## src/rtl/logic_op_pkg.sv

```systemverilog
// Shared opcode and FSM state encodings for the logic operation stage.
package logic_op_pkg;

  localparam logic [1:0] OP_AND = 2'b00;
  localparam logic [1:0] OP_OR  = 2'b01;
  localparam logic [1:0] OP_XOR = 2'b10;
  localparam logic [1:0] OP_NOT = 2'b11;

  typedef enum logic [1:0] {
    S_IDLE = 2'b00,
    S_EXEC = 2'b01,
    S_HOLD = 2'b10
  } state_t;

endpackage

```

## src/rtl/logic_op_core.sv

```systemverilog
// Combinational logic primitives (AND, OR, XOR, 8-bit NOT) and result select.
module logic_op_core
  import logic_op_pkg::*;
(
  input  logic [1:0] i_op,
  input  logic [3:0] i_x,
  input  logic [3:0] i_y,
  output logic [7:0] o_result
);

  logic [3:0] w_and;
  logic [3:0] w_or;
  logic [3:0] w_xor;
  logic [7:0] w_not;

  assign w_and = i_x & i_y;
  assign w_or  = i_x | i_y;
  assign w_xor = i_x ^ i_y;
  // NOT works on the full byte with y in the upper nibble.
  assign w_not = ~{i_y, i_x};

  // Select the primitive output; 4-bit results are zero-extended.
  always_comb begin
    o_result = 8'h00;
    case (i_op)
      OP_AND:  o_result = {4'h0, w_and};
      OP_OR:   o_result = {4'h0, w_or};
      OP_XOR:  o_result = {4'h0, w_xor};
      OP_NOT:  o_result = w_not;
      default: o_result = 8'h00;
    endcase
  end

endmodule

```

## src/rtl/logic_op_stage.sv

```systemverilog
// Registered issue/retire stage: capture on handshake, compute, hold until consumed.
module logic_op_stage
  import logic_op_pkg::*;
#(
  parameter int unsigned CNT_W = 8
) (
  input  logic             clk,
  input  logic             reset,
  input  logic             in_valid,
  output logic             in_ready,
  input  logic [1:0]       in_op,
  input  logic [3:0]       in_x,
  input  logic [3:0]       in_y,
  output logic             out_valid,
  input  logic             out_ready,
  output logic [7:0]       out_result,
  output logic             out_zero,
  output logic [CNT_W-1:0] op_count
);

  state_t           r_state;
  state_t           w_state_next;
  logic [1:0]       r_op;
  logic [3:0]       r_x;
  logic [3:0]       r_y;
  logic [7:0]       r_result;
  logic             r_zero;
  logic [CNT_W-1:0] r_count;
  logic [7:0]       w_core_result;
  logic             w_accept;
  logic             w_retire;

  assign w_accept = (r_state == S_IDLE) && in_valid;
  assign w_retire = (r_state == S_HOLD) && out_ready;

  logic_op_core u_core (
    .i_op     (r_op),
    .i_x      (r_x),
    .i_y      (r_y),
    .o_result (w_core_result)
  );

  // State register.
  always_ff @(posedge clk) begin
    if (reset) r_state <= S_IDLE;
    else       r_state <= w_state_next;
  end

  // Next-state logic: one cycle each in IDLE and EXEC, HOLD until consumed.
  always_comb begin
    w_state_next = r_state;
    case (r_state)
      S_IDLE:  if (in_valid) w_state_next = S_EXEC;
      S_EXEC:  w_state_next = S_HOLD;
      S_HOLD:  if (out_ready) w_state_next = S_IDLE;
      default: w_state_next = S_IDLE;
    endcase
  end

  // Operand capture on accepted request only.
  always_ff @(posedge clk) begin
    if (reset) begin
      r_op <= OP_AND;
      r_x  <= 4'h0;
      r_y  <= 4'h0;
    end else if (w_accept) begin
      r_op <= in_op;
      r_x  <= in_x;
      r_y  <= in_y;
    end
  end

  // Result and zero flag are loaded in EXEC and held through HOLD and beyond.
  always_ff @(posedge clk) begin
    if (reset) begin
      r_result <= 8'h00;
      r_zero   <= 1'b0;
    end else if (r_state == S_EXEC) begin
      r_result <= w_core_result;
      r_zero   <= (w_core_result == 8'h00);
    end
  end

  // Retired-operation counter; wraps silently.
  always_ff @(posedge clk) begin
    if (reset)         r_count <= '0;
    else if (w_retire) r_count <= r_count + CNT_W'(1);
  end

  // Handshake outputs depend on state only, never on in_valid/out_ready.
  assign in_ready   = (r_state == S_IDLE);
  assign out_valid  = (r_state == S_HOLD);
  assign out_result = r_result;
  assign out_zero   = r_zero;
  assign op_count   = r_count;

endmodule
```

## config.mk

```make
export PLATFORM = sky130hd
export DESIGN_NAME = logic_op_stage
export DESIGN_NICKNAME = d
export VERILOG_FILES = /design/src/rtl/logic_op_pkg.sv /design/src/rtl/logic_op_core.sv /design/src/rtl/logic_op_stage.sv
export SDC_FILE = /design/constraint.sdc
export NUM_CORES = 1
export LEC_CHECK = 0
export CORE_ASPECT_RATIO = 1.25
export CORE_UTILIZATION = 26
export CTS_BUF_LIST = sky130_fd_sc_hd__clkbuf_4 sky130_fd_sc_hd__clkbuf_8 sky130_fd_sc_hd__clkbuf_16
export DETAILED_ROUTE_END_ITERATION = 8
export GPL_TIMING_DRIVEN = 0
export SKIP_CTS_REPAIR_TIMING = 1
export SYNTH_ARGS = -nofsm -noshare
export SYNTH_HDL_FRONTEND = slang
export SYNTH_SLANG_ARGS = --single-unit
export TNS_END_PERCENT = 5
```

## constraint.sdc

```tcl
create_clock -name clk -period 3.8 [get_ports clk]
set_input_delay 0.38 -clock clk [delete_from_list [all_inputs] [get_ports clk]]
set_output_delay 0.38 -clock clk [all_outputs]
set_load 0.05 [all_outputs]
```

; ---- Word level (Yosys, flattened, before mapping)
; Cells that the tools add are included.
; W data, S select, Z words.
[classes]
addsub = 1
multipliers = 0
div = 0
n_lt_le_gt_ge = 0
eq_ne = 7
shifts = 0
n_mux = 4
bitwise = 4
n_reduce_logical = 6
[ops]
columns = op, count
row1 = $pmux W8 S4, 1
row2 = $add A8 B1 Y8 const B, 1
row3 = $logic_not A8 Y1, 1
row4 = $not A8 Y8, 1
row5 = $eq A2 B2 Y1 const B, 3
row6 = $pmux W2 S3, 1
row7 = $and A4 B4 Y4, 1
row8 = $eq A2 B1 Y1 const B, 2
row9 = $logic_not A2 Y1, 2
row10 = $mux W2, 2
row11 = $or A4 B4 Y4, 1
row12 = $xor A4 B4 Y4, 1
row13 = $logic_and A1 B1 Y1, 2
row14 = $ne A2 B1 Y1 const B, 1
row15 = $ne A2 B2 Y1 const B, 1
row16 = $reduce_and A2 Y1, 1
[word_totals]
register_bits = 29
latchBits = 0
ram_bits = 0
romBits = 0
inputBits = 14
output_inout_bits = 19
wordCells = 29
mem_count = 0

; ---- Depth between registers and ports, before layout
; Gate-level depths: netlist of the first run.
[depth]
word_depth = 3
mapped_depth = 6
mapped_depth_nobuf = 6

; ---- Hierarchy
; Synthesis of the first run repeated with hierarchy kept, for this count alone.
[unflattened]
cells_unflattened = 152
area_unflattened_um2 = 1395.1
[by_module_without_submodules]
columns = module, instances, cells_each, area_each_um2, seq_area_each_um2
row1 = logic_op_stage, 1, 123, 1126.1, 580.6
row2 = logic_op_core, 1, 29, 269.0, 0.0

; ---- Worst setup path after synthesis of the first run
; Ideal clock, no wire load.
[synth_timing]
path_type = register to register
start = register r_state[0]
end = register r_op[1]
setup_time_ns = 0.071
arrival_time_ns = 1.693
required_time_ns = 3.729
setup_slack_ns = 2.037
path_stages_with_launch = 6
path_buffers = 1
synth_period_minus_slack_ns = 1.763
cell_sequence = dfxtp_1 -> nor2_1 -> and2_1 -> clkbuf_1 -> nand2_1 -> a21oi_1
[synth_via]
elab_chain_len = 2
[synth_lines]
columns = element, line
row1 = from (decl), logic_op_stage.sv:21  ; state_t r_state;
row2 = from (signal assigned), logic_op_stage.sv:46  ; else r_state <= w_state_next;
row3 = $logic_not A2 Y1, -
row4 = via in_ready, logic_op_stage.sv:10  ; output logic in_ready,
row5 = $logic_and A1 B1 Y1, logic_op_stage.sv:33  ; assign w_accept = (r_state == S_IDLE) && in_valid;
row6 = to (signal assigned), logic_op_stage.sv:67  ; r_op <= in_op;
row7 = to (decl), logic_op_stage.sv:23  ; logic [1:0] r_op;
; The timed path passes the listed nets, and every way through them passes these cells.
; A chain may end at the register's enable or synchronous reset.

; ---- Final worst setup path of the first run
[layout_timing]
start = register r_state[0]
end = output in_ready
[layout_via]
elab_chain_len = 1
[layout_lines]
columns = element, line
row1 = $logic_not A2 Y1, logic_op_stage.sv:91  ; assign in_ready = (r_state == S_IDLE);
row2 = to (decl), logic_op_stage.sv:10
; No other way between the ends.

==> qor.yml, run 1 <==
clock_network:
  cts_buffer_depth: 2
  htree_levels: 2
  clock-root-buffer: "clkbuf_8"
  cts_tree: "yes"
  cts.clk_slew.worst_paths_ns: 0.06
  cts_sinks: 29
  cts_buffers: 5
  clk_latency_ns: 0.27
drt:
  first_pass_iters: 4
  drtIter0Drc: 26
  vias_per_cell: 4.388
  routedWlPerCell_um: 10.77
  drc: 0
  ant_nets: 0
  vias: 1154
  wirelength_mm: 2.832
timing:
  skew_ns: 0.003951
  fin_tns_setup_ns: 0
  drv_slew: 0
  rsz0062_at_grt: "false"
  setup_viol: 0
  slew_headroom_pct: 66.49
  tightest_slew_ns: 0.5010
  max_freq_mhz: 491.6
  fin_crit_ns: 2.034
  hold_violations: 0
  fin_crit_sh_pct: 53.54
  whs_ns: 0.4880
cells_and_area:
  layout.cells.non_filler: 263
  drive_above_1_share_pct: 4.975
  regArea_um2: 580.6
  multiInputGateArea_um2: 699.4
  fin_util_pct: 36.60
  n_antenna_cell: 0
  area_delta_synth_final_pct: 35.58
  fill_cells: 557
  nets: 224
logic_synthesis:
  syn-cell-area_mm2: 0.001371
  async_reset_ff_share_pct: 0
  synth_top_flop_cell: "dfxtp_1"
  ys_warn_count: 0
  ys_ff_latch: 29
  synth_cell_types: 29
  ys_seq_area_share_pct: 42.34
  synth-edff-count: 0
  synth_fp_nets: 185
  avgSynthCellArea_um2: 8.465
  postSynthCellCount: 162
placement:
  dp_cells: 256
  portBuffers: 32
  hpwl_mm: 2.172
  gp_congestion: 0.7276
global_route:
  grt_usage_pct: 12.44
  antenna_found_initial: 0
  grt_pass1_wl_mm: 5.181
  grt_max_degree: 11
  overflow: 0
  grt_pass1_vias: 1196
pwr:
  total_power_mw: 0.6698
  power_density_mw_per_mm2: 360.2
  leakage_nw: 0.6882
  ir_drop_mv: 0.1654
worst_hold_path:
  holdCritPathClass: "register to register"
die:
  initial_core_util_pct: 27.00
  die_area_mm2: 0.005570
  rows: 29
  core_area_mm2: 0.005080
  die_x_um: 66.96
  fp.dieH_um: 83.20
  pin_count: 33
setup_path:
  crit_family: "buffers and inverters"
  cp_max_fo: 5
  max_stage_delay_ns: 0.84
  path_class: "register to output port"
  cp.required_ns: 3.42
  path_cells: "nor2_1 > clkdlybuf4s50_1"
  cp.arrival_ns: 1.65
  crit_buf_inv: 1
  start_kind: "register"
  cpMaxStageDelayCell: "clkdlybuf4s50_1"
  crit_path_end_kind: "output port"
outcome:
  outcome: "finished, final reports clean"
run:
  cap_violations: 0
per-layer routing:
layer	part of all wire, %	global-route usage (%)	up-vias
li1	-	-	610
met1	41	13.59	517
met2	53	21.21	23
met3	4.5	4.258	4
met4	1.3	5.222	0
met5	0	0	-
power breakdown:
group | switching (mW) | internal [mW]
clock network | 0.104 | 0.150
registers | 0.0110 | 0.315
logic | 0.0491 | 0.0404
total | 0.164 | 0.505
cell usage in the layout (no fill, tap or decap):
cell type        instances
o21ai_1                  1
buf_2                    1
inv_1                   14
nand3b_1                 2
buf_1                    1
nor2_1                  13
and3_1                   1
nor2b_1                  4
inv_2                    1
clkbuf_4                 1
a21oi_1                 17
mux4_2                   1
nand2_1                 29
clkbuf_1                 7
a41oi_1                  1
nor3_1                   6
xor2_1                   3
and2_1                   1
ha_1                     9
mux2i_1                  1
or4_1                    1
dfxtp_1                 29
o21ai_0                  4
xnor2_1                  3
nand2b_1                 2
nand3_1                  2
clkdlybuf4s50_1         32
nand4_1                  3
clkbuf_8                 6
and3b_1                  1
or3_1                    1
mux4_1                   3
flip-flops by register name, indices dropped and copies added, names as in the netlist:
name        cells
r_x             4
out_result      8
r_state         2
out_zero        1
op_count        8
r_y             4
r_op            2
area by class of cell:
| class | instances | share of cell area (%) |
|---|---|---|
| repair buffers | 32 | 17.23 |
| multi-input cells | 109 | 37.62 |
| clock buffers | 7 | 4.845 |
| well taps | 62 | 4.172 |
| inverters | 15 | 3.028 |
| plain buffers | 9 | 1.884 |
| flip-flops and latches | 29 | 31.22 |
worst reg2reg max path, cell delays in order (launching register included):
cell and delay, ns:
dfxtp_1 0.39, inv_1 0.06, ha_1 0.27, mux4_2 0.46, or4_1 0.48, o21ai_1 0.12
path summary, 6_finish.rpt:
check	from	end	slack [ns]	cells after the start
max	r_state[0]	in_ready	1.77	2
min	out_result[4]	out_result[4]	0.49	2
max reg2reg	r_y[0]	out_zero	1.97	5
min reg2reg	out_result[4]	out_result[4]	0.49	2
cell usage after synthesis, types with 2 or more instances:
master    count  area share, %
a21oi_1      17            6.2
clkbuf_1      7            1.9
dfxtp_1      29             42
ha_1          9            8.2
inv_1        14            3.8
mux4_1        3            5.7
nand2_1      29            7.9
nand2b_1      2           0.91
nand3_1       2           0.73
nand3b_1      2            1.1
nand4_1       3            1.4
nor2_1       13            3.6
nor2b_1       4            1.8
nor3_1        6            2.2
o21ai_0       4            1.5
xnor2_1       3            1.9
xor2_1        3            1.9
through the flow:
step | area [um2] | worst slack, ns
2_1_floorplan | 1371 | 2.037
3_3_place_gp | 1769 | 1.870
3_5_place_dp | 1769 | 1.847
4_1_cts | 1859 | 1.721
5_1_grt | 1859 | 1.631
6_report | 1859 | 1.766
logic make-up (layout without fill, tap and decap cells):
kind of cell | Yosys count | in the layout | share of synthesized area (%)
buf+inv | 24 | 63 | 6.660
fa+ha+maj | 9 | 9 | 8.212
mux | 5 | 5 | 8.121
compound gates | 23 | 23 | 8.668
xor+xnor | 6 | 6 | 3.833
simple gates | 66 | 66 | 22.17
flops | 29 | 29 | 42.34
Note: power is estimated with default switching activity, not from simulation.
==> run 2, diff against run 1 <==
==> constraint.sdc (replaced) <==
create_clock -name clk -period 1.96 [get_ports clk]
set_input_delay 0.196 -clock clk [delete_from_list [all_inputs] [get_ports clk]]
set_output_delay 0.196 -clock clk [all_outputs]
set_load 0.05 [all_outputs]
==> run 2 against run 1 <==
  * Clock power up 93%
  * Core utilization about the same
  * Worst hold slack worse by 0.019 ns
  * Cell area up 0.13%
  * Critical path depth unchanged
  * Global-route usage unchanged
  * Die area unchanged
  * Via count unchanged
  * Sequential power up 94%
  * Sequential share of layout area about the same
  * Clock skew unchanged
  * Cell count unchanged
  * Largest cell class unchanged
  * Largest power group unchanged
==> qor.yml, run 2 (same netlist as run 1, synthesis figures left out) <==
outcome:
  outcome: "finished, final reports clean"
timing:
  skew_ns: 0.003951  # unchanged
  fin_crit_ns: 1.850
  setup_viol: 0  # unchanged
  hold_violations: 0  # unchanged
  finalWorstSetupSlack_ns: 0.1097  # -1.656 ns
  rsz0062_at_grt: "false"
  fin_tns_setup_ns: 0  # unchanged
  drv_slew: 0  # unchanged
  max_freq_mhz: 540.4
  fin_crit_sh_pct: 94.41
  tightest_slew_ns: 0.5096  # +0.008581 ns
  slew_headroom_pct: 65.97  # -0.52 points
global_route:
  antenna_found_initial: 0  # unchanged
  overflow: 0  # unchanged
  grt_max_degree: 11  # unchanged
  grt_usage_pct: 12.44  # unchanged
  grt_pass1_vias: 1196  # unchanged
  grt_pass1_wl_mm: 5.181  # unchanged
clock_network:
  cts_tree: "yes"
  clock-root-buffer: "clkbuf_8"
  cts_sinks: 29  # unchanged
  cts.clk_slew.worst_paths_ns: 0.06  # about the same
  htree_levels: 2  # unchanged
  cts_buffer_depth: 2  # unchanged
  cts_buffers: 5  # unchanged
  clk_latency_ns: 0.27  # about the same
cells_and_area:
  fill_cells: 558  # +0.18%
  drive_above_1_share_pct: 4.975  # unchanged
  final_common_cell: "clkdlybuf4s50_1"
  n_antenna_cell: 0  # unchanged
  area_delta_synth_final_pct: 35.77
  most-common-layout-cells: "clkdlybuf4s50_1 (31), nand2_1 (29), dfxtp_1 (29)"
  final_cell_area_mm2: 0.001862  # +0.13%
  nets: 224  # unchanged
setup_path:
  max_stage_delay_ns: 0.84  # about the same
  cp_max_fo: 5  # unchanged
  cp.arrival_ns: 1.65  # about the same
  crit_buf_inv: 1  # unchanged
  path_cells: "nor2_1 > clkdlybuf4s50_1"
  crit_start: "r_state[0]"
  crit_path_end_kind: "output port"
  worst_r2r_startpoint: "r_y[0]"
  crit_family: "buffers and inverters"
  path_class: "register to output port"
  start_kind: "register"
  cp.required_ns: 1.76  # -1.66 ns
  cpMaxStageDelayCell: "clkdlybuf4s50_1"
placement:
  pre_cts_slack_ns: 0.1135  # -1.734 ns
  place_area_mm2: 0.001769  # unchanged
  hpwl_mm: 2.172  # unchanged
  gp_congestion: 0.7276  # unchanged
  portBuffers: 32  # unchanged
drt:
  ant_nets: 0  # unchanged
  first_pass_iters: 4  # unchanged
  routedWlPerCell_um: 10.77  # about the same
  vias: 1154  # unchanged
  drtIter0Drc: 26  # unchanged
  vias_per_cell: 4.388  # unchanged
  drc: 0  # unchanged
  wirelength_mm: 2.833  # about the same
die:
  core_area_mm2: 0.005080  # unchanged
  die_area_mm2: 0.005570  # unchanged
  pin_count: 33  # unchanged
  fp.dieH_um: 83.20  # unchanged
  initial_core_util_pct: 27.00  # unchanged
  die_x_um: 66.96  # unchanged
  rows: 29  # unchanged
pwr:
  ir_drop_mv: 0.3205  # +94%
  total_power_mw: 1.298  # +94%
  power_density_mw_per_mm2: 697.4  # +94%
  leakage_nw: 0.7054  # +2.5%
worst_hold_path:
  holdCritPathClass: "primary input to register"
  worstHoldStart: "in_op[1]"
run:
  cap_violations: 0  # unchanged
-- run 2: cell count changes in the layout (fill, tap and decap cells not counted), sizes merged --
cell,change
clkdlybuf4s50,-1
dlymetal6s2s,+1
-- run 2: final timing paths --
| path | end | slack [ns] | cells after the start |
|---|---|---|---|
| worst max-delay path | in_ready | 0.11 | 2 |
| worst min-delay path | r_op[1] | 0.47 | 3 |
| worst max register to register | out_zero | 0.13 | 5 |
| worst min register to register | out_result[4] | 0.49 | 2 |
-- run 2: area by class of cell --
| class | instances | area [um2] | share of cell area [%] |
|---|---|---|---|
| clock buffer | 7 | 90.09 | 4.839 |
| inverter | 15 | 56.30 | 3.024 |
| tap | 62 | 77.57 | 4.167 |
| multi-input combinational | 109 | 699.4 | 37.57 |
| buffer | 9 | 35.03 | 1.882 |
| timing repair buffer | 32 | 322.8 | 17.34 |
| sequential | 29 | 580.6 | 31.18 |
-- run 2: through the flow --
step | cells | utilization (%) | hold WS, ns
after floorplan | 162 | - | 0.3320
after global placement | 256 | 34.83 | 0.4744
after detailed placement | 256 | 34.83 | 0.4783
after CTS | 263 | 36.60 | 0.4589
after global routing | 263 | 36.65 | 0.4762
final | 263 | 36.65 | 0.4693
-- run 2: tightest hold or removal path, cell delays in order --
cell and delay, ns:
clkdlybuf4s50_1 0.39, nand2_1 0.05, a21oi_1 0.05
-- run 2: per-layer routing --
layer	wire (um)	global-route usage (%)
met2	1502	21.21
met3	129	4.258
met5	0	0
met4	36	5.222
met1	1164	13.59
-- run 2: power breakdown --
part	leakage [nW]	switching, mW	total [mW]	internal (mW)
registers	0.236	0.0212	0.631	0.610
clock network	0.0477	0.202	0.493	0.291
logic	0.422	0.0952	0.173	0.0782
total	0.705	0.318	1.30	0.980
